`src/rtl/por_event_recorder.sv`:
```
// por_event_recorder: timestamps PoR hash strobes into a FIFO of 64-bit records.
// Latency: a pushed record is visible on rd_data one cycle after its strobe (no fall-through).
// Backpressure: rd_valid/rd_ready handshake; a push into a full FIFO without a pop is dropped and counted.
//
// Ports:
//   clk, rst           single clock, synchronous active-high reset
//   veto_in            FPT veto level; rising edges are counted on veto_edges
//   attention_level    2-bit attention level captured with each record
//   por_hash_in        32-bit hash word, qualified by por_valid_in
//   rd_valid/rd_ready  record read handshake; rd_data = {timestamp, attention, hash}
//   clr_ovf            clears overflow and drop_count (a same-cycle drop wins)
//   fill_level         occupancy 0..DEPTH
//   overflow           sticky drop flag
//   drop_count         saturating count of dropped records
//   veto_edges         wrapping count of veto_in rising edges
module por_event_recorder #(
  parameter int DEPTH = 16,
  parameter int TS_W  = 30
) (
  input  logic        clk,
  input  logic        rst,
  input  logic        veto_in,
  input  logic [1:0]  attention_level,
  input  logic [31:0] por_hash_in,
  input  logic        por_valid_in,
  input  logic        rd_ready,
  input  logic        clr_ovf,
  output logic        rd_valid,
  output logic [63:0] rd_data,
  output logic [6:0]  fill_level,
  output logic        overflow,
  output logic [7:0]  drop_count,
  output logic [15:0] veto_edges
);

  localparam int         AW       = $clog2(DEPTH);
  localparam logic [6:0] FULL_LVL = 7'(DEPTH);

  logic [TS_W-1:0] ts;
  logic [AW-1:0]   wr_ptr;
  logic [AW-1:0]   rd_ptr;
  logic [6:0]      count;
  logic [63:0]     mem [DEPTH];
  logic            veto_q;

  logic            full;
  logic            pop;
  logic            push;
  logic            drop;
  logic [63:0]     rec;

  assign rec  = {ts, attention_level, por_hash_in};
  assign full = (count == FULL_LVL);
  assign pop  = rd_valid && rd_ready;
  // When full, a same-cycle pop frees the slot the write lands in: wr_ptr
  // equals rd_ptr, the old entry is presented this cycle and overwritten at
  // the edge, and both pointers advance together.
  assign push = por_valid_in && (!full || pop);
  assign drop = por_valid_in && full && !pop;

  // Outputs derive only from registered state.
  assign rd_valid   = (count != 7'd0);
  assign rd_data    = mem[rd_ptr];
  assign fill_level = count;

  always_ff @(posedge clk) begin
    if (!rst && push) begin
      mem[wr_ptr] <= rec;
    end
  end

  always_ff @(posedge clk) begin
    if (rst) begin
      ts         <= '0;
      wr_ptr     <= '0;
      rd_ptr     <= '0;
      count      <= '0;
      overflow   <= 1'b0;
      drop_count <= '0;
      veto_q     <= 1'b0;
      veto_edges <= '0;
    end else begin
      ts     <= ts + TS_W'(1);
      veto_q <= veto_in;

      if (push) begin
        wr_ptr <= wr_ptr + AW'(1);
      end
      if (pop) begin
        rd_ptr <= rd_ptr + AW'(1);
      end
      if (push && !pop) begin
        count <= count + 7'd1;
      end else if (pop && !push) begin
        count <= count - 7'd1;
      end

      // A drop in the same cycle as a clear restarts the count at one.
      if (drop) begin
        overflow <= 1'b1;
        if (clr_ovf) begin
          drop_count <= 8'd1;
        end else if (drop_count != 8'hFF) begin
          drop_count <= drop_count + 8'd1;
        end
      end else if (clr_ovf) begin
        overflow   <= 1'b0;
        drop_count <= '0;
      end

      if (veto_in && !veto_q) begin
        veto_edges <= veto_edges + 16'd1;
      end
    end
  end

endmodule

```
`config.mk`:
```
export PLATFORM = sky130hd
export DESIGN_NAME = por_event_recorder
export DESIGN_NICKNAME = d
export VERILOG_FILES = /design/src/rtl/por_event_recorder.sv
export SDC_FILE = /design/constraint.sdc
export NUM_CORES = 1
export LEC_CHECK = 0
export CAP_MARGIN = 0
export CORE_MARGIN = 8
export CORE_UTILIZATION = 61
export CTS_BUF_LIST = sky130_fd_sc_hd__clkbuf_16
export DETAILED_ROUTE_END_ITERATION = 10
export PLACE_DENSITY_LB_ADDON = 0.05
export SYNTH_ARGS = -nofsm -noshare
export SYNTH_HDL_FRONTEND = slang
export SYNTH_SLANG_ARGS = --single-unit
```
`constraint.sdc`:
```
create_clock -name clk -period 5.5 [get_ports clk]
set_clock_uncertainty 0.2 [all_clocks]
set_input_delay 1.1 -clock clk [delete_from_list [all_inputs] [get_ports clk]]
set_output_delay 1.1 -clock clk [all_outputs]
set_load 0.01 [all_outputs]
```
* Word-level counts from Yosys, hierarchy flattened
Memories as Yosys holds them, arrays and structs flattened. A register that Yosys moved wholly into a read port is not among the register bits.
Index checks and enable logic that the tools add are counted.
** Storage, ports and cells
- Bits of input ports :: 40
- Output and inout bits :: 97
- Flip-flop bits (word level) :: 71
- Word-level logic and storage cells :: 49
- Memories :: 1
- Bits in writable memories :: 1024
** Memories
- mem :: depth 16, bits a word 64, rd ports 1, clocked after memory_dff 1, wr ports 1, RTL line 43 : logic [63:0] mem [DEPTH];
** Operators by class
- Add/subtract/negate cells :: 7
- Reductions and logical operators :: 19
- Eq/ne operators :: 2
- Mux-type cells :: 12
** Operators by type and width (count)
- 2-to-1 mux 8 bit :: 4
- adder 30 x 1 -> 30 bit, second input constant :: 1
- adder 16 x 1 -> 16 bit, second input constant :: 1
- 2-to-1 mux 7 bit :: 2
- adder 4 x 1 -> 4 bit, second input constant :: 2
- adder 8 x 1 -> 8 bit, second input constant :: 1
- logical AND 1 bit :: 8
- 2-to-1 mux 4 bit :: 2
- != test 8 bit, second input constant :: 1
- adder 7 x 1 -> 7 bit, second input constant :: 1
- equality test 7 x 5 -> 1 bit, second input constant :: 1
- nonzero test 7 bit :: 1
- subtractor 7 x 1 -> 7 bit, second input constant :: 1
- nonzero test 2 bit :: 3
- logical NOT 1 bit :: 5
- 2-to-1 mux 1 bit :: 4
- AND reduction 2 bit :: 1
- logical OR 1 bit :: 1

* Depth between registers and ports, before layout
Gate-level depths: netlist of run 1.
- Depth after elaboration :: 8
- Mapped depth :: 11
- Gate-level depth less buffers :: 9

* Worst setup path after synthesis of run 1
OpenSTA, ideal clock, no wires.
- Kind :: input port to flip-flop
- From :: input rst
- To :: memory mem[3][0] (enable)
- Arrival time :: 4.368 ns
- Slack :: 0.438 ns
- Cell stages on the path :: 3
- Library setup time :: 0.493 ns
- Required time :: 4.807 ns
- Buffers on the path :: 1
- Path through :: clkbuf_1 -> nor3_1 -> nor2b_1
** On the way
- Word-level cells in the longest chain between the ends :: 4
** RTL lines
- start: declaration :: RTL line 21 : input logic rst,
- logical NOT 1 bit :: RTL line 67 : if (!rst && push) begin
- logical AND 1 bit :: RTL line 67
- 2-to-1 mux 1 bit :: RTL line 67
- 2-to-1 mux 1 bit (not written as such) :: RTL line 68 : mem[wr_ptr] <= rec;
- end: declaration :: RTL line 43
No other way between the ends.

==> metrics.txt, run 1 <==
most common library cells after synthesis=edfxtp_1, mux4_2, dfxtp_1, clkbuf_1, nor2_1; mapped cell area=42100 um2; post-synth net total=1909; main flop type after synthesis=edfxtp_1; Syn Inst Count=about 1900; unrepaired setup endpoints after global routing=no; dominant cell type by area after synthesis=edfxtp_1; htree depth=3; largest net degree at the start of global routing=97; Power Density=419 nW/um2; CORE AREA=slightly below 70000 um2; min-delay src=overflow$_SDFFE_PP0P_; Sequential Power Share=0.462; Rows=96; most common cell in the netlist=edfxtp_1; nets=approximately 2100; Sink Count=roughly 1100; Final Setup Violations=0; layout cells sized above 1=0.260; fmax=between 200 and 250 MHz; Avg Inst Size Synth=approximately 23 um2; DR vias=~20000; P_sw=4.79 mW; starting density of the core=0.615; FF+latch count, synth=~1100; register area share after synthesis=0.766; # IOs=137; LEAKAGE=15.0 nW; crit start category=register; setup bufs post-CTS=0; Yosys warning count=0; CTS max path bufs=3; Post-synth EDFFs=between 1000 and 1500; Routed Antenna Nets=0; Port Buf Inserts=136; Final Critical Period=4.85 ns; final hold violations=0; hold path cells=2; RR Endpoint=fill_level[6]$_SDFFE_PP0P_; Area Overhead vs Synth=14.7%; Final Cycle Share=0.882; Hold Buf Count CTS=0; mean number of vias per cell=6.51; Worst-path clk slew=approximately 0.06 ns; reg2reg path depth=9; die area=between 70000 and 80000 um2; Ant. Diodes=0; GRT Total Usage=0.233; # DRC=0; Final Wtd Congestion=roughly 0.77; area of the multi-input gates=roughly 9400 um2; Synth area leaders=edfxtp_1, mux4_2, dfxtp_1; first-pass GRT wire length=about 130000 um; Yosys cell types=between 50 and 60; sum of negative setup slack=0 ns; clock power share=0.350; CTS tree=built; Critical Path RT=about 4.2 ns; Yosys top cell area share=0.731; number of global-route vias before repair=about 20000; Post-CTS Resized=0; status=finished clean; initial antenna violation count=1; Reg area=approximately 32000 um2; CTS Root Cell=clkbuf_16; Die X=about 280 um; Sw Share=0.237; Worst Path Arrival=3.55 ns; Peak VDD IR=0.000229 V; Congestion Overflow GR=0; mean routed wirelength per cell=just under 30 um; combinational share of power=0.188; Setup Crit Path Kind=reg -> out; flop-to-flop setup slack=1.81 ns; drt pass-1 iters=5; crit-path max FO=28; CTS buffer count=approximately 110; fill count=between 4000 and 5000; max cap viols=0; Die Y=between 200 and 300 um; Least-Margin Pin Slew=1.06 ns; Critical Path End Type=output port; worst rel slew slack=0.296; Power Internal=15.4 mW; Final Util=0.705; final wirelength=89700 um; DP HPWL=47200 um; HP Class=reg -> reg; Hold EP=overflow$_SDFFE_PP0P_; worst reg2reg startpoint=fill_level[0]$_SDFFE_PP0P_; Skew-Pair Late Insertion Delay=0.65 ns; Slew Limit Fails=0; Synth async-reset ratio=0; DR iter-0 viols=around 1800
==> per-stage QoR <==
stage / hold slack (ns) / total power, mW / cell area (um2) / setup WS [ns] / std cells
after CTS: 0.283 / 20.4 / 48300 / 0.527 / 3032
after floorplan: 0.259 / 12.1 / 42100 / 0.438 / 1853
final: 0.283 / 20.2 / 48300 / 0.650 / 3032
after global routing: 0.303 / 20.9 / 48300 / 0.465 / 3032
after global placement: 0.261 / 13.3 / 44800 / 1.10 / 2829
after detailed placement: 0.271 / 13.4 / 44800 / 1.02 / 2829
==> critical path: stages, from the launching register on <==
cell and delay, ns:
dfxtp_4 0.69, buf_4 0.58, mux4_2 0.59, mux4_2 0.49, clkdlybuf4s50_1 0.51
==> power groups by stage <==
stage | logic, mW | clock network [mW] | registers, mW
after floorplan | 2.69 | 0 | 9.44
after global placement | 3.83 | 0 | 9.52
after detailed placement | 3.87 | 0 | 9.53
after CTS | 3.88 | 7.17 | 9.35
after global routing | 4.07 | 7.50 | 9.36
final | 3.80 | 7.07 | 9.35
==> placed cells by master, fill, tap and decap left out, types with 15 or more instances in the layout <==
| cell | netlist | routed |
|---|---|---|
| nand2_1 | 21 | 21 |
| nor2_1 | 47 | 47 |
| a21oi_1 | 26 | 26 |
| ha_1 | 15 | 15 |
| mux4_2 | 320 | 320 |
| buf_12 | 0 | 20 |
| nand3_1 | 20 | 20 |
| inv_1 | 17 | 43 |
| clkinv_1 | 0 | 24 |
| clkinv_2 | 0 | 26 |
| dfxtp_1 | 75 | 71 |
| edfxtp_1 | 1024 | 1024 |
| buf_4 | 4 | 30 |
| clkbuf_16 | 0 | 113 |
| clkdlybuf4s50_1 | 0 | 135 |
==> flip-flops by register name, indices dropped and copies added, names as in the netlist, named ones only <==
name	flops
veto_q	1
fill_level	7
wr_ptr	4
rd_ptr	4
mem	1024
ts	30
overflow	1
veto_edges	16
drop_count	8
==> how the worst max path moves through the flow <==
stage,endpoint,slack [ns],depth (start not counted)
floorplan,mem[3][0]$_DFFE_PP_,0.44,3
global placement,fill_level[6]$_SDFFE_PP0P_,1.10,10
detailed placement,fill_level[6]$_SDFFE_PP0P_,1.02,10
CTS,rd_data[58],0.53,4
global route,rd_data[59],0.46,4
finish,rd_data[58],0.65,4
==> metal layers <==
metal  GRT usage  share of wire  vias up
met1       0.329           0.41    10600
met5           0              0        -
met2       0.388           0.51      704
met4      0.0541          0.015        0
li1            -              -     8309
met3      0.0351          0.061      112
==> cells by family after synthesis <==
group | after synthesis | share of synthesized area
XOR/XNOR | 27 | 0.00562
AND/OR/NAND/NOR | 196 | 0.0257
buffers and inverters | 109 | 0.0114
adder cells (fa/ha/maj) | 16 | 0.00494
flip-flops | 1099 | 0.766
AO/OA/AOI/OAI | 76 | 0.0121
multiplexers | 330 | 0.174
==> area by class of cell <==
| class | count | area share |
|---|---|---|
| flip-flops and latches | 1099 | 0.668 |
| multi-input cells | 645 | 0.195 |
| clock buffers | 113 | 0.0586 |
| repair buffers | 186 | 0.0410 |
| well taps | 882 | 0.0229 |
| clock inverters | 90 | 0.0125 |
| inverters | 17 | 0.00132 |
(Power assumes the default switching activity.)
==> run 2: changes to the inputs <==
--- a/config.mk
+++ b/config.mk
@@ -11,6 +11,7 @@
 export CTS_BUF_LIST = sky130_fd_sc_hd__clkbuf_16
 export DETAILED_ROUTE_END_ITERATION = 10
 export PLACE_DENSITY_LB_ADDON = 0.05
+export SLEW_MARGIN = 10
 export SYNTH_ARGS = -nofsm -noshare
 export SYNTH_HDL_FRONTEND = slang
 export SYNTH_SLANG_ARGS = --single-unit
==> results of run 2 <==
The final DEF is identical to that of run 1; final timing and power are the same.
==> run 3: changes to the inputs <==
--- a/config.mk
+++ b/config.mk
@@ -10,7 +10,7 @@
 export CORE_UTILIZATION = 61
 export CTS_BUF_LIST = sky130_fd_sc_hd__clkbuf_16
 export DETAILED_ROUTE_END_ITERATION = 10
-export PLACE_DENSITY_LB_ADDON = 0.05
+export PLACE_DENSITY = 0.78
 export SLEW_MARGIN = 10
 export SYNTH_ARGS = -nofsm -noshare
 export SYNTH_HDL_FRONTEND = slang
==> constraint.sdc (replaced) <==
create_clock -name clk -period 6.2 [get_ports clk]
set_clock_uncertainty 0.2 [all_clocks]
set_input_delay 1.24 -clock clk [delete_from_list [all_inputs] [get_ports clk]]
set_output_delay 1.24 -clock clk [all_outputs]
set_load 0.01 [all_outputs]
==> run 3 against run 2 <==
Register-to-register slack improved by 0.57 ns. Worst hold slack gained 0.00072 ns. Critical path depth unchanged. Die area did not move. Routed wire length up 7.4%. Utilization decreased by 0.45 points. Global-route usage grew 1.6 points. Power fell by 12%. Highest routed layer unchanged.
==> metrics.txt, run 3 (synthesis results as in run 1) <==
Sw Share=0.241; mean routed wirelength per cell=about 32 um; number of global-route vias before repair=21500; Largest register FFs=roughly 1000; CORE AREA=about 68000 um2; Power Internal=~14 mW; fmax=199 MHz; Area Overhead vs Synth=14.0%; worst reg2reg startpoint=fill_level[0]$_SDFFE_PP0P_; GRT Total Usage=0.249; crit start category=register; min-delay src=overflow$_SDFFE_PP0P_; Final Cycle Share=0.812; CTS max path bufs=3; clock power share=0.346; Slew Limit Fails=0; sum of negative setup slack=0 ns; CTS Root Cell=clkbuf_16; Design Area, Final=roughly 48000 um2; Skew-Pair Late Insertion Delay=between 0.6 and 0.7 ns; most frequent cells in the layout=edfxtp_1, mux4_2, clkdlybuf4s50_1; Worst-path clk slew=about 0.06 ns; DR vias=about 21000; die area=77600 um2; fill count=roughly 3900; drt pass-1 iters=5; Final Power=17.9 mW; largest reg by FF count=mem; initial antenna violation count=1; # IOs=137; Routed Antenna Nets=0; Die X=279 um; Post-CTS Resized=0; DP HPWL=around 46000 um; Sequential Power Share=0.464; Hold Buf Count CTS=0; crit-path max FO=72; P_sw=4.31 mW; LEAKAGE=~15 nW; first-pass GRT wire length=143000 um; final wirelength=96300 um; CTS tree=built; Placed Area=around 45000 um2; CTS buffer count=between 100 and 150; Sink Count=about 1100; HP Class=reg -> reg; combinational share of power=0.190; unrepaired setup endpoints after global routing=no; DP Worst Slack=roughly 1.5 ns; mean number of vias per cell=between 6 and 7; Peak VDD IR=approximately 0.00024 V; starting density of the core=0.615; Congestion Overflow GR=0; largest net degree at the start of global routing=between 100 and 150; most common cell after layout, fill and taps aside=edfxtp_1; final hold violations=0; slack of the critical path=approximately 1.2 ns; Setup Crit Path Kind=reg -> out; # DRC=0; Port Buf Inserts=around 140; Final Wtd Congestion=about 0.76; Die Y=approximately 280 um; Power Density=about 370 nW/um2; worst rel slew slack=0.233; max cap viols=0; biggest regs=mem: 1024 flops, ts: 30 flops, veto_edges: 16 flops; nets=2102; status=finished clean; Least-Margin Pin Slew=between 1 and 1.5 ns; Rows=96; setup bufs post-CTS=0; Final Setup Violations=0; htree depth=3; layout cells sized above 1=0.255; DR iter-0 viols=around 2600; Critical Path RT=around 4.8 ns; Ant. Diodes=0; Worst Path Arrival=approximately 3.6 ns; Final Critical Period=between 5 and 6 ns; Critical Path End Type=output port
run 3: changes by cell type in the layout (fill, tap and decap cells not counted), moves of 2 or more:
cell,previous run,this run
buf_12,20,11
buf_4,30,32
clkbuf_16,113,108
clkinv_1,24,17
clkinv_2,26,17
clkinvlp_4,5,3
run 3: power groups by stage:
stage	Clock [mW]	Combinational, mW	Sequential, mW
2_1_floorplan	0	2.39	8.38
3_3_place_gp	0	3.35	8.43
3_5_place_dp	0	3.40	8.44
4_1_cts	6.26	3.47	8.29
5_1_grt	6.51	3.62	8.30
6_report	6.19	3.40	8.29
run 3: cell type report:
class / instances / area [um2] / area share
clock buffer: 108 / 2700 / 0.0563
timing repair buffer: 179 / 1820 / 0.0379
tap: 882 / 1100 / 0.0230
sequential: 1099 / 32300 / 0.673
clock inverter: 77 / 586 / 0.0122
inverter: 17 / 63.8 / 0.00133
multi-input combinational: 645 / 9430 / 0.197
run 3: final timing paths:
path | end | slack (ns) | cells past startpoint
max reg2reg | fill_level[6]$_SDFFE_PP0P_ | 2.38 | 9
max | rd_data[14] | 1.17 | 4
min | overflow$_SDFFE_PP0P_ | 0.28 | 2
min reg2reg | overflow$_SDFFE_PP0P_ | 0.28 | 2
run 3: worst max-delay path, stage by stage, from the launching register on:
cell and delay, ns:
dfxtp_4 0.69, buf_12 0.51, mux4_2 0.63, mux4_2 0.52, clkdlybuf4s50_1 0.50
run 3: per-stage QoR:
step           std cells   util  hold slack (ns)
5_1_grt             3007  0.701            0.311
4_1_cts             3007  0.701            0.283
3_3_place_gp        2822  0.653            0.263
3_5_place_dp        2822  0.653            0.271
6_report            3007  0.701            0.284
2_1_floorplan       1853      -            0.259
run 3: layer usage:
metal,share of wire,vias to the layer above,GRT usage
met5,0,-,0
met4,0.024,0,0.0689
met3,0.091,186,0.0465
met2,0.51,1236,0.411
met1,0.38,10800,0.344
li1,-,8261,-
